==> config.mk <==
export PLATFORM = sky130hd
export DESIGN_NAME = regfile_dumper_flat
export DESIGN_NICKNAME = d
export VERILOG_FILES = /design/src/rtl/mips_pkg.sv /design/src/rtl/regfile_dumper_if.sv /design/src/rtl/regfile_dumper.sv /design/src/flat_wrapper.sv
export SDC_FILE = /design/constraint.sdc
export NUM_CORES = 1
export LEC_CHECK = 0
export CELL_PAD_IN_SITES_DETAIL_PLACEMENT = 1
export CELL_PAD_IN_SITES_GLOBAL_PLACEMENT = 1
export CORE_UTILIZATION = 29
export CTS_BUF_LIST = sky130_fd_sc_hd__clkbuf_2 sky130_fd_sc_hd__clkbuf_4 sky130_fd_sc_hd__clkbuf_8
export DETAILED_ROUTE_END_ITERATION = 6
export PLACE_DENSITY = 0.87
export RECOVER_POWER = 100
export SLEW_MARGIN = 20
export SYNTH_ARGS = -nofsm -noshare
export SYNTH_HDL_FRONTEND = slang
export SYNTH_SLANG_ARGS = --single-unit
==> constraint.sdc <==
create_clock -name clk -period 1.3 [get_ports clk]
set_input_delay 0.26 -clock clk [delete_from_list [all_inputs] [get_ports clk]]
set_output_delay 0.26 -clock clk [all_outputs]
set_load 0.05 [all_outputs]
==> src/rtl/mips_pkg.sv <==
// Shared MIPS32 datapath constants and regfile dumper state encodings.
package mips_pkg;
    localparam int REG_COUNT  = 32;
    localparam int REG_ADDR_W = 5;
    localparam int WORD_W     = 32;

    localparam logic [1:0] ST_IDLE = 2'd0;
    localparam logic [1:0] ST_READ = 2'd1;
    localparam logic [1:0] ST_SEND = 2'd2;
    localparam logic [1:0] ST_DONE = 2'd3;
endpackage

==> src/rtl/regfile_dumper_if.sv <==
// Output beat stream of the regfile dumper: (index, value) with valid/ready.
interface regfile_dumper_if #(
    parameter int ADDR_W = 5,
    parameter int DATA_W = 32
);
    logic              out_valid;
    logic              out_ready;
    logic [ADDR_W-1:0] out_idx;
    logic [DATA_W-1:0] out_data;

    modport master (output out_valid, output out_idx, output out_data, input out_ready);
    modport slave  (input out_valid, input out_idx, input out_data, output out_ready);
endinterface

==> src/rtl/regfile_dumper.sv <==
// Walks first_idx..last_idx through one register file read port and streams
// each (index, value) pair out. Only a read address is driven, so
// architectural state is never touched.
module regfile_dumper
    import mips_pkg::*;
#(
    parameter int NUM_REGS = REG_COUNT,
    parameter int ADDR_W   = REG_ADDR_W,
    parameter int DATA_W   = WORD_W
) (
    input  logic                clk,
    input  logic                rst_n,
    input  logic                start,
    input  logic [ADDR_W-1:0]   first_idx,
    input  logic [ADDR_W-1:0]   last_idx,
    input  logic                abort,
    output logic [ADDR_W-1:0]   rf_addr,
    input  logic [DATA_W-1:0]   rf_data,
    regfile_dumper_if.master    dout,
    output logic                busy,
    output logic                done
);
    // One extra bit so the range limit is representable even when
    // NUM_REGS == 2**ADDR_W.
    localparam logic [ADDR_W:0] LIMIT = (ADDR_W + 1)'(NUM_REGS);

    logic [1:0]        state;
    logic [ADDR_W-1:0] idx;
    logic [ADDR_W-1:0] last;
    logic              out_valid_q;
    logic [ADDR_W-1:0] out_idx_q;
    logic [DATA_W-1:0] out_data_q;
    logic              range_ok;

    assign range_ok = (first_idx <= last_idx) && ({1'b0, last_idx} < LIMIT);

    // FSM, index counter and beat capture register.
    always_ff @(posedge clk) begin
        if (!rst_n) begin
            state       <= ST_IDLE;
            idx         <= '0;
            last        <= '0;
            out_valid_q <= 1'b0;
            out_idx_q   <= '0;
            out_data_q  <= '0;
        end else begin
            case (state)
                ST_IDLE: begin
                    if (start) begin
                        idx   <= first_idx;
                        last  <= last_idx;
                        state <= range_ok ? ST_READ : ST_DONE;
                    end
                end
                ST_READ: begin
                    if (abort) begin
                        state <= ST_IDLE;
                    end else begin
                        // Value seen here is pre-edge contents; a same-edge
                        // write to idx lands after the capture.
                        out_data_q  <= rf_data;
                        out_idx_q   <= idx;
                        out_valid_q <= 1'b1;
                        state       <= ST_SEND;
                    end
                end
                ST_SEND: begin
                    if (abort) begin
                        out_valid_q <= 1'b0;
                        state       <= ST_IDLE;
                    end else if (dout.out_ready) begin
                        out_valid_q <= 1'b0;
                        if (idx == last) begin
                            state <= ST_DONE;
                        end else begin
                            idx   <= idx + ADDR_W'(1);
                            state <= ST_READ;
                        end
                    end
                end
                default: begin
                    state <= ST_IDLE;
                end
            endcase
        end
    end

    // Registered read address simply follows the index counter.
    assign rf_addr        = idx;
    assign dout.out_valid = out_valid_q;
    assign dout.out_idx   = out_idx_q;
    assign dout.out_data  = out_data_q;
    assign busy           = (state != ST_IDLE);
    assign done           = (state == ST_DONE) && !abort;
endmodule

==> src/flat_wrapper.sv <==
// flat-port wrapper written by rule: the top's interface ports become plain ports
module regfile_dumper_flat import mips_pkg::*;
#(
    parameter int NUM_REGS = REG_COUNT,
    parameter int ADDR_W   = REG_ADDR_W,
    parameter int DATA_W   = WORD_W
)
  (clk, rst_n, start, first_idx, last_idx, abort, rf_addr, rf_data, busy, done, dout_out_valid, dout_out_idx, dout_out_data, dout_out_ready);
  regfile_dumper_if #(.ADDR_W(ADDR_W), .DATA_W(DATA_W)) dout_i ();
  input  logic clk;
  input  logic rst_n;
  input  logic start;
  input  logic [ADDR_W-1:0] first_idx;
  input  logic [ADDR_W-1:0] last_idx;
  input  logic abort;
  output logic [ADDR_W-1:0] rf_addr;
  input  logic [DATA_W-1:0] rf_data;
  output logic busy;
  output logic done;
  output wire logic [$bits(dout_i.out_valid)-1:0] dout_out_valid;
  output wire logic [$bits(dout_i.out_idx)-1:0] dout_out_idx;
  output wire logic [$bits(dout_i.out_data)-1:0] dout_out_data;
  input wire logic [$bits(dout_i.out_ready)-1:0] dout_out_ready;
  assign dout_out_valid = dout_i.out_valid;
  assign dout_out_idx = dout_i.out_idx;
  assign dout_out_data = dout_i.out_data;
  assign dout_i.out_ready = dout_out_ready;
  regfile_dumper #(.NUM_REGS(NUM_REGS), .ADDR_W(ADDR_W), .DATA_W(DATA_W)) u_core (.clk(clk), .rst_n(rst_n), .start(start), .first_idx(first_idx), .last_idx(last_idx), .abort(abort), .rf_addr(rf_addr), .rf_data(rf_data), .dout(dout_i), .busy(busy), .done(done));
endmodule
==> results by stage <==
Outcome:
- The flow ran to the end, but the final reports show violations.
- The final reports fail on setup timing.

STA:
- The part of the cycle the worst path needs is 119%.
- Setup slack on the critical path of the routed design comes to -243 ps.
- The relative max-transition margin is between 70% and 80%.
- The final hold violation count was 0.
- The final count of pins violating max slew is 0.
- Based on the critical path, the design can be clocked at up to 0.648 GHz.
- The worst-case clock skew is 9.06 ps.
- For the pin with the worst max-slew slack, the measured transition is between 300 and 400 ps.
- Setup total negative slack on the finished layout was measured at -8700 ps.
- Setup repair after global routing could not meet its margin everywhere.
- Setup violations remaining at the end of the flow were counted as 50.
- The minimum clock period after layout is 1540 ps.

Yosys:
- In the synthesized netlist the dominant register cell turns out to be sky130_fd_sc_hd__dfxtp_1.
- The mapped cell area is 2330 um2.
- After synthesis, the most frequently instantiated cells are sky130_fd_sc_hd__nand2_1 (81), sky130_fd_sc_hd__dfxtp_1 (50), sky130_fd_sc_hd__a21boi_1 (27).
- Ranked by total cell area, the synthesized netlist is headed by sky130_fd_sc_hd__dfxtp_1 (43%), sky130_fd_sc_hd__nand2_1 (13%), sky130_fd_sc_hd__a21boi_1 (8.7%).
- The number of library cell types mapped by synthesis is 37.
- The cell count after synthesis is 269.
- Of the synthesized area, sequential elements account for 43.0%.
- The synthesized net count is 322.
- Counting flops with a built-in enable in the synthesized netlist gives 0.
- The flip-flop and latch count after synthesis is 50.
- The library cell with the largest summed area after synthesis is sky130_fd_sc_hd__dfxtp_1.
- The fraction of registers with async set or reset after synthesis is 0%.
- The Yosys warning count is 0.
- Summed over its instances, the top area cell type makes up 43.0% of the synthesized netlist area.
- The synthesized area per cell is roughly 8.7 um2.
- The most frequent cell after synthesis is sky130_fd_sc_hd__nand2_1.

Clock tree:
- The clock-pin slew on the worst setup and hold paths is approximately 100 ps.
- The clock sink total is 50.
- TritonCTS created 5 clock buffers.
- TritonCTS built the clock tree.
- Counting along the longest clock path gives a buffer depth of 2.
- The latest clock arrival within the worst-skew pair is 310 ps.
- The clock tree root buffer cell is sky130_fd_sc_hd__clkbuf_8.
- The level count of the clock H-tree is 2.

GRT:
- Global routing finished with a remaining overflow of 0.
- The via count of the first global-routing pass is 2619.
- The global routing stage identified its most utilized layer as met2.
- The first global-routing pass estimated approximately 13000 um of wire.
- Entering global routing, the biggest net connects 36 pins.
- In the global route stage, met1 resource usage came out at 22.1%.
- Global routing consumed, on the met2 layer, 39.5% of the routing resources.
- The total global routing track utilization is 20.8%.
- The met3 track demand over resource in global routing is under 10%.
- The number of antenna violations at the first check in global routing is 0.

Finish:
- After the last flow step, the layout net total stands at 457.
- The finished layout holds 507 standard cells, fillers aside.
- The post-route netlist has approximately half of its cells at a drive strength greater than 1.
- The core utilization of the finished layout is about three fifths.
- The synthesis-to-layout area growth is 104%.
- 0 antenna diodes ended up in the layout.
- The finished cells cover 4740 um2.

Die:
- 92 I/O pins were placed.
- The starting utilization of the core area is 30.1%.
- The horizontal die dimension is 91.6 um.
- The number of cell rows is 32.
- The y dimension of the die is roughly 92 um.
- The die footprint is 8390 um2.
- After floorplanning, the core was sized to cover 7730 um2.

Power:
- Per report_power, the clock group accounts for 22.2% of the total.
- The fraction of power spent switching nets is between 30 and 40%.
- The switching power is 1390 uW.
- Combinational logic is responsible for 37.6% of the overall power.
- The internal power component is roughly 2800 uW.
- For this design the static power due to leakage is 0.00187 uW.
- IR analysis of the VDD net gives a maximum drop of 0.529 mV.
- The fraction of power consumed by sequential logic is ~40%.
- Power spread over the standard cell area amounts to 893 nW/um2.

Detailed routing:
- The post-route antenna net violation count is 0.
- The count of routing violations after the opening detailed-route iteration is 66.
- In the routed design, unresolved DRC markers number 0.
- The number of iterations in the first detailed-routing pass is 4.
- The final layout contains routed wiring with a total length of 9450 um.
- The final route contains 2451 vias.
- After detailed routing, the average wire length per cell comes to 18.6 um.
- The mean number of vias per cell is slightly below 5.

Critical path:
- In this run the worst setup path begins at u_core.state[1]$_SDFFE_PN0P_.
- By startpoint and endpoint, the worst setup path is classified as reg -> reg.
- The worst setup path endpoint is u_core.state[1]$_SDFFE_PN0P_.
- For flop-to-flop paths, the worst setup slack is -240 ps.
- Data arrives at the worst endpoint at between 1500 and 2000 ps.
- The destination of the worst register-to-register timing path is u_core.state[1]$_SDFFE_PN0P_.
- The worst setup path is launched from a register.
- Measured in cells, the most critical reg-to-reg path has a length of 6.
- The data required time at the worst endpoint is 1530 ps.
- The startpoint of the lowest-slack register-to-register path is u_core.state[1]$_SDFFE_PN0P_.
- In this run the worst path has a maximum fanout of 4.
- The endpoint type of the worst setup path is a register.

Placement:
- The cell count after placement is roughly 480.
- The final weighted congestion of routability-driven global placement is 0.758.
- After detailed placement, the total cell area comes to 4110 um2.
- During placement, the flow inserted port buffers numbering 91.
- The worst slack at placement is -757 ps.
- After legalization and detailed placement, the total HPWL measured 5730 um.

Job:
- Across the run, the number of max-cap violations was 0.

Min path:
- Along the worst hold path, the cell count comes to 3.
- The tightest min-delay check is of the in -> reg type.
power groups by stage:
stage                     Clock (uW)  Sequential [uW]  Combinational (uW)
after floorplan                    0             1910                 411
after global placement             0             1720                1230
after detailed placement           0             1720                1260
after CTS                        955             1700                1410
after global routing            1020             1710                1670
final                            939             1700                1600
logic make-up after synthesis:
group / synth area share [%]
simple gates: 22.8
compound gates: 21.0
flops: 43.0
buf+inv: 5.53
mux: 2.58
fa+ha+maj: 3.22
xor+xnor: 1.88
placed cells by master, fill, tap and decap left out, types with 3 or more instances in the layout:
cell,count
sky130_fd_sc_hd__a21boi_1,21
sky130_fd_sc_hd__a21boi_2,16
sky130_fd_sc_hd__buf_12,49
sky130_fd_sc_hd__buf_4,33
sky130_fd_sc_hd__buf_6,9
sky130_fd_sc_hd__clkbuf_16,4
sky130_fd_sc_hd__clkbuf_8,5
sky130_fd_sc_hd__clkdlybuf4s50_1,35
sky130_fd_sc_hd__dfxtp_1,40
sky130_fd_sc_hd__dfxtp_2,5
sky130_fd_sc_hd__dfxtp_4,5
sky130_fd_sc_hd__dlygate4sd2_1,8
sky130_fd_sc_hd__ha_4,5
sky130_fd_sc_hd__inv_1,4
sky130_fd_sc_hd__inv_2,3
sky130_fd_sc_hd__mux2i_1,6
sky130_fd_sc_hd__nand2_1,65
sky130_fd_sc_hd__nand2_2,24
sky130_fd_sc_hd__nand2_4,3
sky130_fd_sc_hd__nor2_1,3
sky130_fd_sc_hd__nor2b_1,7
sky130_fd_sc_hd__o21ai_0,4
sky130_fd_sc_hd__xnor2_2,5
worst min-delay path by stage:
stage / from / to / slack (ps)
finish: last_idx[3] / u_core.last[3]$_SDFFE_PN0P_ / 390
global placement: u_core.dout.out_data[23]$_SDFFE_PN0P_ / u_core.dout.out_data[23]$_SDFFE_PN0P_ / 480
global route: last_idx[0] / u_core.last[0]$_SDFFE_PN0P_ / 440
detailed placement: u_core.dout.out_data[30]$_SDFFE_PN0P_ / u_core.dout.out_data[30]$_SDFFE_PN0P_ / 480
floorplan: rf_data[11] / u_core.dout.out_data[11]$_SDFFE_PN0P_ / 390
CTS: last_idx[3] / u_core.last[3]$_SDFFE_PN0P_ / 400
metrics by stage:
| stage | hold WS, ps | power (uW) |
|---|---|---|
| 2_1_floorplan | 387 | 2320 |
| 4_1_cts | 398 | 4060 |
| 3_3_place_gp | 479 | 2950 |
| 3_5_place_dp | 485 | 2990 |
| 5_1_grt | 440 | 4400 |
| 6_report | 391 | 4240 |
per-layer routing:
metal / wire length, um / vias up
met2: 5340 / 77
met5: 0 / -
met1: 3600 / 1198
met3: 426 / 8
li1: - / 1168
met4: 87 / 0
state kept, by name, indices dropped and copies added (netlist names):
signal	cells
u_core.dout.out_data	32
u_core.dout.out_idx	5
u_core.rf_addr	5
u_core.dout.out_valid	1
u_core.last	5
u_core.state	2
worst max-delay path, stage by stage (launching register included):
cell	delay [ps]
sky130_fd_sc_hd__dfxtp_2	350
sky130_fd_sc_hd__buf_6	120
sky130_fd_sc_hd__or2_4	230
sky130_fd_sc_hd__buf_4	150
sky130_fd_sc_hd__a311oi_2	280
sky130_fd_sc_hd__o2111ai_2	160
sky130_fd_sc_hd__nor2_1	170
area by class of cell:
| type | count | area (um2) |
|---|---|---|
| fillers | 817 | 2990 |
| repair buffers | 142 | 1910 |
| multi-input cells | 196 | 1540 |
| flip-flops and latches | 50 | 1030 |
| well taps | 102 | 128 |
| clock buffers | 6 | 76.3 |
| inverters | 9 | 48.8 |
| clock inverters | 2 | 13.8 |
repair_timing:
| action | in CTS | in global routing |
|---|---|---|
| setup endpoints to repair | 50 | 50 |
| gates resized for setup | 46 | 38 |
| gates cloned | 1 | 6 |
| pin swaps | 13 | 18 |
| hold buffers | 0 | 0 |
| setup buffers | 8 | 5 |
Note: power is estimated with default switching activity, not from simulation.
